$ cat config.mk
export PLATFORM = sky130hd
export DESIGN_NAME = x4xx_ctrlport_rr_arbiter
export DESIGN_NICKNAME = d
export VERILOG_FILES = /design/src/rtl/x4xx_ctrlport_rr_arbiter.sv
export SDC_FILE = /design/constraint.sdc
export NUM_CORES = 1
export LEC_CHECK = 0
export ABC_AREA = 1
export BUFFER_PORTS_ARGS = -buffer_cell sky130_fd_sc_hd__buf_2
export CAP_MARGIN = 20
export CELL_PAD_IN_SITES_DETAIL_PLACEMENT = 0
export CELL_PAD_IN_SITES_GLOBAL_PLACEMENT = 2
export CORE_MARGIN = 2
export CORE_UTILIZATION = 34
export DETAILED_ROUTE_END_ITERATION = 16
export HOLD_SLACK_MARGIN = 0.12
export PLACE_DENSITY = 0.81
export SLEW_MARGIN = 40
export SYNTH_ARGS = -nofsm -noshare
export SYNTH_HDL_FRONTEND = slang
export SYNTH_SLANG_ARGS = --single-unit
$ cat constraint.sdc
create_clock -name ctrlport_clk -period 6.01 [get_ports ctrlport_clk]
set_input_delay 1.803 -clock ctrlport_clk [delete_from_list [all_inputs] [get_ports ctrlport_clk]]
set_output_delay 1.803 -clock ctrlport_clk [all_outputs]
set_load 0.1 [all_outputs]
$ cat src/rtl/x4xx_ctrlport_rr_arbiter.sv
`default_nettype none
//------------------------------------------------------------------------------
// Module   : x4xx_ctrlport_rr_arbiter
// Brief    : Round-robin sharing of one ctrlport slave among NUM_MASTERS
//            masters, one transaction outstanding. Optional macro
//            X4XX_CTRLPORT_ARB_TIMEOUT_EN adds a WAIT timeout (CMDERR reply).
// Revision : 1.0 - initial release
//------------------------------------------------------------------------------
module x4xx_ctrlport_rr_arbiter #(
   parameter int NUM_MASTERS    = 4,
   parameter int TIMEOUT_CYCLES = 1024
) (
   input  logic                           ctrlport_clk,
   input  logic                           ctrlport_rst,
   input  logic [NUM_MASTERS-1:0]         s_ctrlport_req_wr,
   input  logic [NUM_MASTERS-1:0]         s_ctrlport_req_rd,
   input  logic [20*NUM_MASTERS-1:0]      s_ctrlport_req_addr,
   input  logic [32*NUM_MASTERS-1:0]      s_ctrlport_req_data,
   input  logic [4*NUM_MASTERS-1:0]       s_ctrlport_req_byte_en,
   output logic [NUM_MASTERS-1:0]         s_ctrlport_resp_ack,
   output logic [2*NUM_MASTERS-1:0]       s_ctrlport_resp_status,
   output logic [32*NUM_MASTERS-1:0]      s_ctrlport_resp_data,
   output logic                           m_ctrlport_req_wr,
   output logic                           m_ctrlport_req_rd,
   output logic [19:0]                    m_ctrlport_req_addr,
   output logic [31:0]                    m_ctrlport_req_data,
   output logic [3:0]                     m_ctrlport_req_byte_en,
   input  logic                           m_ctrlport_resp_ack,
   input  logic [1:0]                     m_ctrlport_resp_status,
   input  logic [31:0]                    m_ctrlport_resp_data,
   output logic                           busy,
   output logic [$clog2(NUM_MASTERS)-1:0] grant_id
);

   localparam int                 c_grant_w    = $clog2(NUM_MASTERS);
   localparam logic [1:0]         c_st_idle    = 2'd0;
   localparam logic [1:0]         c_st_issue   = 2'd1;
   localparam logic [1:0]         c_st_wait    = 2'd2;
   localparam logic [1:0]         c_sts_cmderr = 2'b01;
   localparam logic [c_grant_w-1:0] c_last_init = c_grant_w'(NUM_MASTERS - 1);

   generate
      if (NUM_MASTERS < 2 || NUM_MASTERS > 16 || TIMEOUT_CYCLES < 2) begin : g_param_check
         $error("x4xx_ctrlport_rr_arbiter: parameter out of range");
      end
   endgenerate

   logic [1:0]                  r_state;
   logic [c_grant_w-1:0]        r_grant_id;
   logic [c_grant_w-1:0]        r_last_grant;
   logic [NUM_MASTERS-1:0]      r_pending;
   logic [NUM_MASTERS-1:0]      r_req_wr;
   logic [NUM_MASTERS-1:0]      r_req_rd;
   logic [19:0]                 r_req_addr [NUM_MASTERS];
   logic [31:0]                 r_req_data [NUM_MASTERS];
   logic [3:0]                  r_req_be   [NUM_MASTERS];

   logic [NUM_MASTERS-1:0]      w_capture;
   logic [NUM_MASTERS-1:0]      w_above;
   logic [NUM_MASTERS-1:0]      w_hi_req;
   logic [NUM_MASTERS-1:0]      w_search;
   logic [c_grant_w-1:0]        w_sel;
   logic                        w_timeout;
   logic                        w_done;
   logic [1:0]                  w_done_sts;
   logic [31:0]                 w_done_dat;
   logic [NUM_MASTERS-1:0]      w_resp_ack;
   logic [2*NUM_MASTERS-1:0]    w_resp_sts;
   logic [32*NUM_MASTERS-1:0]   w_resp_dat;

`ifdef X4XX_CTRLPORT_ARB_TIMEOUT_EN
   localparam int c_cnt_w = $clog2(TIMEOUT_CYCLES);
   logic [c_cnt_w-1:0] r_wait_cnt;

   always_ff @(posedge ctrlport_clk) begin
      if (ctrlport_rst || r_state == c_st_issue) begin
         r_wait_cnt <= '0;
      end else if (r_state == c_st_wait) begin
         r_wait_cnt <= r_wait_cnt + 1'b1;
      end
   end

   // A downstream ack in the final cycle takes precedence over the timeout.
   assign w_timeout = (r_state == c_st_wait) && !m_ctrlport_resp_ack &&
                      (r_wait_cnt == c_cnt_w'(TIMEOUT_CYCLES - 1));
`else
   assign w_timeout = 1'b0;
`endif

   assign w_done     = (r_state == c_st_wait) && (m_ctrlport_resp_ack || w_timeout);
   assign w_done_sts = m_ctrlport_resp_ack ? m_ctrlport_resp_status : c_sts_cmderr;
   assign w_done_dat = m_ctrlport_resp_ack ? m_ctrlport_resp_data : 32'd0;

   always_comb begin
      w_resp_ack = '0;
      w_resp_sts = '0;
      w_resp_dat = '0;
      if (w_done) begin
         w_resp_ack[r_grant_id]            = 1'b1;
         w_resp_sts[2*r_grant_id +: 2]     = w_done_sts;
         w_resp_dat[32*r_grant_id +: 32]   = w_done_dat;
      end
   end

   // The master being answered may re-request on its own ack cycle.
   always_comb begin
      w_capture = '0;
      for (int i = 0; i < NUM_MASTERS; i++) begin
         w_capture[i] = (s_ctrlport_req_wr[i] || s_ctrlport_req_rd[i]) &&
                        (!r_pending[i] || w_resp_ack[i]);
      end
   end

   always_ff @(posedge ctrlport_clk) begin
      if (ctrlport_rst) begin
         r_pending <= '0;
         r_req_wr  <= '0;
         r_req_rd  <= '0;
         for (int i = 0; i < NUM_MASTERS; i++) begin
            r_req_addr[i] <= '0;
            r_req_data[i] <= '0;
            r_req_be[i]   <= '0;
         end
      end else begin
         for (int i = 0; i < NUM_MASTERS; i++) begin
            if (w_capture[i]) begin
               r_pending[i]  <= 1'b1;
               r_req_wr[i]   <= s_ctrlport_req_wr[i];
               r_req_rd[i]   <= s_ctrlport_req_rd[i];
               r_req_addr[i] <= s_ctrlport_req_addr[20*i +: 20];
               r_req_data[i] <= s_ctrlport_req_data[32*i +: 32];
               r_req_be[i]   <= s_ctrlport_req_byte_en[4*i +: 4];
            end else if (w_resp_ack[i]) begin
               r_pending[i]  <= 1'b0;
            end
         end
      end
   end

   // Prefer the lowest pending index above last_grant, else wrap to the lowest.
   always_comb begin
      w_above = '0;
      for (int i = 0; i < NUM_MASTERS; i++) begin
         w_above[i] = (i > int'(r_last_grant));
      end
      w_hi_req = r_pending & w_above;
      w_search = (|w_hi_req) ? w_hi_req : r_pending;
      w_sel    = '0;
      for (int i = NUM_MASTERS - 1; i >= 0; i--) begin
         if (w_search[i]) begin
            w_sel = i[c_grant_w-1:0];
         end
      end
   end

   always_ff @(posedge ctrlport_clk) begin
      if (ctrlport_rst) begin
         r_state                <= c_st_idle;
         r_grant_id             <= '0;
         r_last_grant           <= c_last_init;
         m_ctrlport_req_wr      <= 1'b0;
         m_ctrlport_req_rd      <= 1'b0;
         m_ctrlport_req_addr    <= '0;
         m_ctrlport_req_data    <= '0;
         m_ctrlport_req_byte_en <= '0;
         s_ctrlport_resp_ack    <= '0;
         s_ctrlport_resp_status <= '0;
         s_ctrlport_resp_data   <= '0;
      end else begin
         m_ctrlport_req_wr      <= 1'b0;
         m_ctrlport_req_rd      <= 1'b0;
         s_ctrlport_resp_ack    <= w_resp_ack;
         s_ctrlport_resp_status <= w_resp_sts;
         s_ctrlport_resp_data   <= w_resp_dat;
         case (r_state)
            c_st_idle: begin
               if (|r_pending) begin
                  r_grant_id             <= w_sel;
                  m_ctrlport_req_wr      <= r_req_wr[w_sel];
                  m_ctrlport_req_rd      <= r_req_rd[w_sel];
                  m_ctrlport_req_addr    <= r_req_addr[w_sel];
                  m_ctrlport_req_data    <= r_req_data[w_sel];
                  m_ctrlport_req_byte_en <= r_req_be[w_sel];
                  r_state                <= c_st_issue;
               end
            end
            c_st_issue: begin
               r_state <= c_st_wait;
            end
            c_st_wait: begin
               if (w_done) begin
                  r_last_grant <= r_grant_id;
                  r_state      <= c_st_idle;
               end
            end
            default: begin
               r_state <= c_st_idle;
            end
         endcase
      end
   end

   assign busy     = (r_state != c_st_idle);
   assign grant_id = r_grant_id;

endmodule
`default_nettype wire

Yosys cells after proc, flatten, opt, wreduce, memory -nomap -nowiden
Memories as Yosys holds them, arrays and structs flattened. A register that Yosys moved wholly into a read port is not among the register bits.
Cells that the tools add are included.
Widths: inputs -> output; s select.
{"block": "word_totals", "regBits": 160, "ramBits": 224, "in_bits": 269, "out_inout_bits": 201, "elab_cells": 139, "mem_count": 3}
{"block": "classes", "add_sub_neg": 2, "n_lt_le_gt_ge": 6, "n_eq_ne": 4, "shift": 4, "muxes": 51, "n_bitwise": 18, "reduce_logical": 31}
{"name": "r_req_data", "words": 4, "word_bits": 32, "read_ports": 1, "rd_ports_with_merged_regs": 1, "wr": 4, "line": "55", "text": "logic [31:0] r_req_data [NUM_MASTERS];"}
{"name": "r_req_addr", "words": 4, "word_bits": 20, "read_ports": 1, "rd_ports_with_merged_regs": 1, "wr": 4, "line": "54", "text": "logic [19:0] r_req_addr [NUM_MASTERS];"}
{"name": "r_req_be", "words": 4, "word_bits": 4, "read_ports": 1, "rd_ports_with_merged_regs": 1, "wr": 4, "line": "56", "text": "logic [3:0] r_req_be [NUM_MASTERS];"}
{"operator": "$mux 32", "n": 5}
{"operator": "$and 128x128->128", "n": 1}
{"operator": "$shift 32x34->128 const A", "n": 1}
{"operator": "$shiftx 32x34->128", "n": 1}
{"operator": "$mux 20", "n": 4}
{"operator": "$neg 3->34", "n": 1}
{"operator": "$neg 7->34", "n": 1}
{"operator": "$shift 2x34->8 const A", "n": 1}
{"operator": "$shiftx 2x34->8", "n": 1}
{"operator": "$mux 1", "n": 25}
{"operator": "$mux 4", "n": 6}
{"operator": "$mux 2", "n": 7}
{"operator": "$or 1x1->1", "n": 12}
{"operator": "$reduce_bool 2->1", "n": 5}
{"operator": "$and 8x8->8", "n": 1}
{"operator": "$logic_or 1x1->1", "n": 8}
{"operator": "$reduce_or 4->1", "n": 2}
{"operator": "$logic_and 1x1->1", "n": 6}
{"operator": "$lt 2x3->1 const B", "n": 2}
{"operator": "$pmux 2 s3", "n": 1}
{"operator": "$reduce_and 2->1", "n": 3}
{"operator": "$and 4x4->4", "n": 1}
{"operator": "$bmux 1 s2", "n": 2}
{"operator": "$gt 2x2->1 const A", "n": 2}
{"operator": "11 further kinds", "n": 17}

Depth between registers and ports, before layout
Gate-level depths: netlist of run 1.
{"block": "logic_depth", "depth_word": 11, "mapped_depth": 13, "ltp_nobuf": 12}

Worst setup path before layout of run 1
OpenSTA, ideal clock, no wires.
{"block": "synth_path", "kind": "input -> register", "start": "input port m_ctrlport_resp_ack", "end": "memory r_req_addr[0][0], enable pin", "setup_time_ns": 0.417, "arrival_time_ns": 3.640, "t_required_ns": 5.593, "slack_ns": 1.953, "stages": 7, "n_path_buf": 1, "path_cell_list": "buf_4 nand2_4 nor2_8 inv_2 o21ai_2 o21ai_1 nand2_1"}
{"element": "start, declared", "line": "28", "text": "input logic m_ctrlport_resp_ack,"}
{"element": "end, declared", "line": "54"}

==> impl_metrics.csv, run 1 <==
group,metric,value,unit
clock_tree,cts_tree,"done",
grt,grt_start_max_net_pins,101,
logic_synthesis,synthCells,2063,
setup_path,r2r_setup_slack,2.22,ns
grt,grt_overflow_total,0,
clock_tree,cts_setup_buffers,0,
setup_path,worstPathRequired,6.31,ns
route,drt_pass1_iterations,5,
route,num_vias,14500,
setup_path,path_cells,"inv_1 > ha_1 > buf_4 > inv_2 > o21ai_2 > o21ai_1 > or2_4 > buf_4 > nor2_1",
setup_path,cp-start-kind,"flip-flop",
logic_synthesis,syn_area_per_cell,8.93,sq um
placement,dp_hpwl,39100,um
timing,finalSetupTns,0,ns
logic_synthesis,ys_types,33,
route,avgRoutedWirePerCell,17.8,um
logic_synthesis,synth_mux_area_share,0,%
clock_tree,numCtsBuffers,50,
setup_path,slowest_stage,"buf_4",
cells_and_area,final_util,42.8,%
floorplanning,ioPinCount,470,
setup_path,cp.buffers_inverters,4,
logic_synthesis,syn_area,0.0184,sq mm
logic_synthesis,synth_seq_cells,440,
logic_synthesis,synth_seq_area_share,60.0,%
route,drt_first_iter_violations,829,
grt,track_usage,20.3,%
clock_tree,htreeDepth,2,
setup_path,cp.arrival,4.09,ns
floorplanning,rows,85,
timing,layout_min_cycle_time,3.79,ns
worst_hold_path,worstHoldPathType,"reg -> reg",
run_status,status,"completed",
logic_synthesis,synth-adder-area-share,0.272,%
timing,slew_viol_final,0,
clock_tree,clock_latency,0.58,ns
timing,final-setup-viol-count,0,
cells_and_area,layout-drive-gt1-share,25.8,%
setup_path,path_max_fanout,37,
setup_path,crit_top_cell,"buf_4",
pwr,pwr_density_cell,371,mW/mm^2
job,cap_violations,0,
timing,fin_skew,0.0154,ns
route,drc_errors,0,
logic_synthesis,synth_top_family_by_area,"simple AND/OR/NAND/NOR gates",
floorplanning,fp.dieH,237,um
timing,max_freq,0.264,GHz
cells_and_area,fin_nets,2762,
logic_synthesis,synth_nets,2336,
clock_tree,cts_buffer_depth,3,
setup_path,crit_family,"buffers and inverters",
logic_synthesis,synthFlopType,"edfxtp_1",
logic_synthesis,synthSimpleGateAreaFrac,26.5,%
timing,rsz0062_at_grt,"false",
timing,worstMarginPinSlew,0.814,ns
route,routed_wl,57500,um
logic_synthesis,ys.warnings.count,0,
logic_synthesis,synth_compound_area_share,0.924,%
route,vias_per_cell,4.49,
timing,finalCritPeriodShare,63.1,%
timing,slew_headroom,45.7,%
setup_path,crit_type,"reg -> reg",
clock_tree,cts_root_buf,"clkbuf_16",
setup_path,crit_path_end_kind,"flip-flop",
logic_synthesis,synth_edf_count,224,
clock_tree,cts_resized,0,
logic_synthesis,async_flop_share,0,%
cells_and_area,fillers,5423,
floorplanning,core,0.0537,sq mm
pwr,ir_worst_vdd,193,uV
placement,place_area,0.0213,sq mm
clock_tree,cts_hold_buf,0,
grt,first_global_vias,14300,
floorplanning,die_area,0.0560,sq mm
grt,grt_pass1_wl,86200,um
placement,finalWeightedCongestion,0.816,
floorplanning,die_w,237,um
cells_and_area,syn_to_final_growth,24.8,%
timing,hold_violations,0,
setup_path,cp_slowest_stage_delay,0.70,ns
cells_and_area,fin_area,0.0230,sq mm
route,drtAntennaViolNets,0,
placement,io_buffer_count,469,
grt,antenna_found_initial,15,
logic_synthesis,synth_xor_area_share,0,%
pwr,leakagePower,11.3,nW
clock_tree,cts_sinks,440,
clock_tree,clk_pin_slew,0.06,ns
floorplanning,initial_core_util,34.3,%
through the flow:
step	power, mW	hold WS (ns)	setup WS, ns	std cells
global route	8.91	0.505	2.00	3230
global placement	5.60	0.468	1.84	3128
floorplan	5.09	0.457	1.95	2063
CTS	8.61	0.481	2.23	3223
finish	8.52	0.480	2.22	3230
detailed placement	5.63	0.472	1.76	3132
where the power goes:
part	internal (mW)	switching [mW]	total, mW	leakage [nW]
clock	1.73	1.24	2.97	0.792
combinational	0.427	1.56	1.99	6.29
sequential	3.44	0.115	3.56	4.22
total	5.60	2.91	8.52	11.3
placed cells by master, fill, tap and decap left out, types with 3 or more instances in the layout:
cell type / n
clkbuf_1: 11
nand2_8: 4
buf_4: 17
edfxtp_1: 224
nor3b_1: 28
clkbuf_8: 12
inv_1: 433
nor2_1: 428
dfxtp_1: 216
nand4_1: 35
clkinv_1: 4
nor4_1: 16
o21ai_1: 4
nor2_4: 61
buf_2: 468
clkbuf_16: 52
inv_2: 4
nand2_1: 245
o21ai_2: 3
diode_2: 6
clkinv_2: 7
or2_4: 3
nand3_1: 174
a21oi_1: 8
inv_6: 3
ha_1: 4
o22ai_1: 8
nor3_1: 34
final cells by class:
| type | count | area (sq um) | area share (%) |
|---|---|---|---|
| multi-input combinational | 1067 | 5200 | 22.6 |
| sequential | 440 | 11100 | 48.1 |
| tap | 696 | 871 | 3.79 |
| inverter | 438 | 1640 | 7.16 |
| clock inverter | 16 | 98.8 | 0.430 |
| clock buffer | 75 | 1510 | 6.56 |
| antenna | 6 | 15.0 | 0.0653 |
| timing repair buffer | 492 | 2590 | 11.3 |
worst reg2reg max path: stages, from the launching register on:
cell and delay (ns):
dfxtp_1 0.42, inv_1 0.12, ha_1 0.19, buf_4 0.27
inv_2 0.65, o21ai_2 0.18, o21ai_1 0.34, or2_4 0.48
buf_4 0.70, nor2_1 0.16
cells by family after synthesis:
group	count (synthesis)
compound gates	28
fa+ha+maj	4
flops	440
buf+inv	556
simple gates	1035
state kept, by name, indices dropped and copies added, names as in the netlist, 4 cells and up:
| register | count |
|---|---|
| s_ctrlport_resp_data | 128 |
| m_ctrlport_req_byte_en | 4 |
| s_ctrlport_resp_status | 8 |
| m_ctrlport_req_data | 32 |
| r_req_data | 128 |
| r_pending | 4 |
| r_req_be | 16 |
| r_req_rd | 4 |
| r_req_wr | 4 |
| m_ctrlport_req_addr | 20 |
| s_ctrlport_resp_ack | 4 |
| r_req_addr | 80 |
routing by layer:
metal	GRT usage, %	wire length (um)	share of wire [%]
met5	0	106	0.18
met4	8.27	2020	3.5
met3	3.71	3300	5.7
met2	33.9	27700	48
met1	25.9	24300	42
worst paths after layout:
check | startpoint | to | cells past startpoint
setup / recovery | grant_id[1] | r_req_data[0][16] | 9
hold / removal | r_req_rd[2] | r_req_rd[2] | 2
setup reg to reg | grant_id[1] | r_req_data[0][16] | 9
hold reg to reg | r_req_rd[2] | r_req_rd[2] | 2
cells in the mapped netlist (5+ instances only):
master    count  area (sq um)
nor3_1       34           170
nand4_1      35           219
nor4_1       16           100
buf_1         7          26.3
buf_6         5          56.3
inv_1       434          1630
a21oi_1       8          40.0
buf_2        38           190
nand2_1     250           938
o22ai_1       8          50.1
edfxtp_1    224          6730
dfxtp_1     216          4320
clkbuf_1     61           229
nor3b_1      28           210
buf_12        6           120
nor2_4       60           676
nor2_1      429          1610
nand3_1     175           876
Power figures use the tool's default switching activity.
==> run 2: changes to the inputs <==
--- a/config.mk
+++ b/config.mk
@@ -11,10 +11,10 @@
 export CELL_PAD_IN_SITES_DETAIL_PLACEMENT = 0
 export CELL_PAD_IN_SITES_GLOBAL_PLACEMENT = 2
 export CORE_MARGIN = 2
-export CORE_UTILIZATION = 34
+export CORE_UTILIZATION = 28
 export DETAILED_ROUTE_END_ITERATION = 16
 export HOLD_SLACK_MARGIN = 0.12
-export PLACE_DENSITY = 0.81
+export PLACE_DENSITY = 0.71
 export SLEW_MARGIN = 40
 export SYNTH_ARGS = -nofsm -noshare
 export SYNTH_HDL_FRONTEND = slang
==> constraint.sdc (replaced) <==
create_clock -name ctrlport_clk -period 3.3 [get_ports ctrlport_clk]
set_input_delay 0.99 -clock ctrlport_clk [delete_from_list [all_inputs] [get_ports ctrlport_clk]]
set_output_delay 0.99 -clock ctrlport_clk [all_outputs]
set_load 0.1 [all_outputs]
==> impl_metrics.csv, run 2 (synthesis results as in run 1) <==
group,metric,value,unit
setup_path,crit_type,"reg -> out",
cells_and_area,layout_common_cells,"buf_2, inv_1, nor2_1, nand2_1, edfxtp_1",
cells_and_area,layout-drive-gt1-share,26.3,%
job,cap_violations,0,
placement,io_buffer_count,469,
floorplanning,ioPinCount,470,
clock_tree,cts_tree,"done",
setup_path,timing.rr.end,"m_ctrlport_req_data[17]",
route,drt_pass1_iterations,5,
worst_hold_path,worstHoldPathType,"reg -> reg",
route,vias_per_cell,4.23,
pwr,pwr_density_cell,675,mW/mm^2
route,num_vias,14500,
timing,final-setup-viol-count,0,
setup_path,r2r-start,"r_last_grant[1]",
grt,antenna_found_initial,10,
route,routed_wl,60300,um
cells_and_area,fillers,6873,
timing,max_freq,0.365,GHz
cells_and_area,fin_area,0.0234,sq mm
floorplanning,core,0.0654,sq mm
floorplanning,initial_core_util,28.2,%
pwr,pwr-share-seq,41.1,%
clock_tree,clock_latency,0.59,ns
route,drtAntennaViolNets,0,
timing,layout_min_cycle_time,2.74,ns
timing,slew_viol_final,0,
clock_tree,cts_root_buf,"clkbuf_16",
floorplanning,die_area,0.0678,sq mm
route,drt_first_iter_violations,941,
grt,track_usage,17.4,%
floorplanning,fp.dieH,260,um
clock_tree,cts_buffer_depth,3,
setup_path,path_max_fanout,3,
cells_and_area,final_common_cell,"buf_2",
placement,place_ws,0.437,ns
timing,slew_headroom,53.4,%
grt,first_global_vias,14800,
setup_path,crit_path_end_kind,"output port",
timing,hold_violations,0,
setup_path,cp-start-kind,"flip-flop",
cells_and_area,fin_nets,2782,
cells_and_area,syn_to_final_growth,27.0,%
worst_hold_path,hold_path_end,"r_req_rd[2]",
clock_tree,cts_setup_buffers,0,
timing,fin_skew,0.0224,ns
pwr,power_switching,5.39,mW
clock_tree,cts_hold_buf,0,
placement,finalWeightedCongestion,0.811,
setup_path,cp-startpoint,"r_state[0]",
worst_hold_path,hold_depth,2,
run_status,status,"completed",
route,avgRoutedWirePerCell,17.6,um
placement,dp_hpwl,43800,um
grt,grt_overflow_total,0,
timing,finalSetupTns,0,ns
pwr,swShare,34.1,%
pwr,pwr-share-comb,23.4,%
clock_tree,cts_resized,0,
timing,finalCritPeriodShare,83.0,%
setup_path,r2r_setup_slack,0.72,ns
setup_path,worstPathRequired,2.31,ns
setup_path,r2r.worst_path.cells,9,
pwr,clockPowerShare,35.5,%
cells_and_area,final_util,35.8,%
timing,fin_ws,0.560,ns
pwr,ir_worst_vdd,418,uV
cells_and_area,top_regs,"r_req_data x128, s_ctrlport_resp_data x128, r_req_addr x80",
grt,grt_start_max_net_pins,69,
route,drc_errors,0,
floorplanning,die_w,260,um
timing,worstMarginPinSlew,0.699,ns
grt,grt_pass1_wl,89100,um
pwr,p_int,10.4,mW
timing,hold_ws,0.479,ns
clock_tree,clk_pin_slew,0.06,ns
pwr,leakagePower,11.4,nW
clock_tree,numCtsBuffers,50,
worst_hold_path,hp-start,"r_req_rd[2]",
clock_tree,cts_sinks,440,
placement,place_area,0.0217,sq mm
clock_tree,htreeDepth,2,
setup_path,cp.arrival,1.75,ns
timing,rsz0062_at_grt,"false",
floorplanning,rows,94,
## run 2: cell count changes in the layout (fill, tap and decap cells not counted), moves of 2 or more
cell / delta
buf_12: +6
buf_4: +19
buf_6: -2
buf_8: -2
bufinv_16: +4
clkbuf_1: +3
clkbuf_8: -7
clkinv_1: +3
clkinv_8: +2
inv_6: -2
nand2_1: -2
nand2_2: +2
nand2_4: +4
nand2_8: -4
## run 2: metrics by stage
| step | std cells | power, mW |
|---|---|---|
| after floorplan | 2063 | 9.27 |
| after global placement | 3321 | 10.3 |
| after detailed placement | 3321 | 10.4 |
| after CTS | 3414 | 16.0 |
| after global routing | 3419 | 16.5 |
| final | 3420 | 15.8 |
## run 2: power by group through the flow
stage / Clock, mW / Sequential [mW] / Combinational, mW
global route: 5.98 / 6.53 / 4.01
detailed placement: 0 / 6.61 / 3.75
CTS: 5.77 / 6.49 / 3.76
global placement: 0 / 6.60 / 3.74
finish: 5.60 / 6.48 / 3.70
floorplan: 0 / 7.75 / 1.52
## run 2: final cells by class
class                   count  area (sq um)  area share, %
diodes                      6          15.0         0.0642
clock buffers              71          1420           6.08
clock inverters            22           231          0.990
inverters                 438          1640           7.03
multi-input cells        1067          5160           22.1
flip-flops and latches    440         11100           47.3
well taps                 864          1080           4.62
repair buffers            512          2770           11.9
## run 2: layer usage
layer,routed length [um],GRT usage (%),vias to the layer above
li1,-,-,7212
met1,25200,21.5,6720
met2,29600,30.3,428
met3,3410,3.21,102
met4,1920,6.03,8
met5,48,0,-
## run 2: how the worst max path moves through the flow
stage,to,cells past startpoint
after floorplan,r_req_addr[1][0],6
after global placement,r_req_addr[0][19],9
after detailed placement,r_req_addr[0][19],9
after CTS,busy,3
after global routing,busy,3
final,busy,3
## run 2: critical path: stages, from the launching register on
cell     delay, ns
dfxtp_1       0.44
nor2_1        0.08
inv_1         0.18
buf_2         0.47
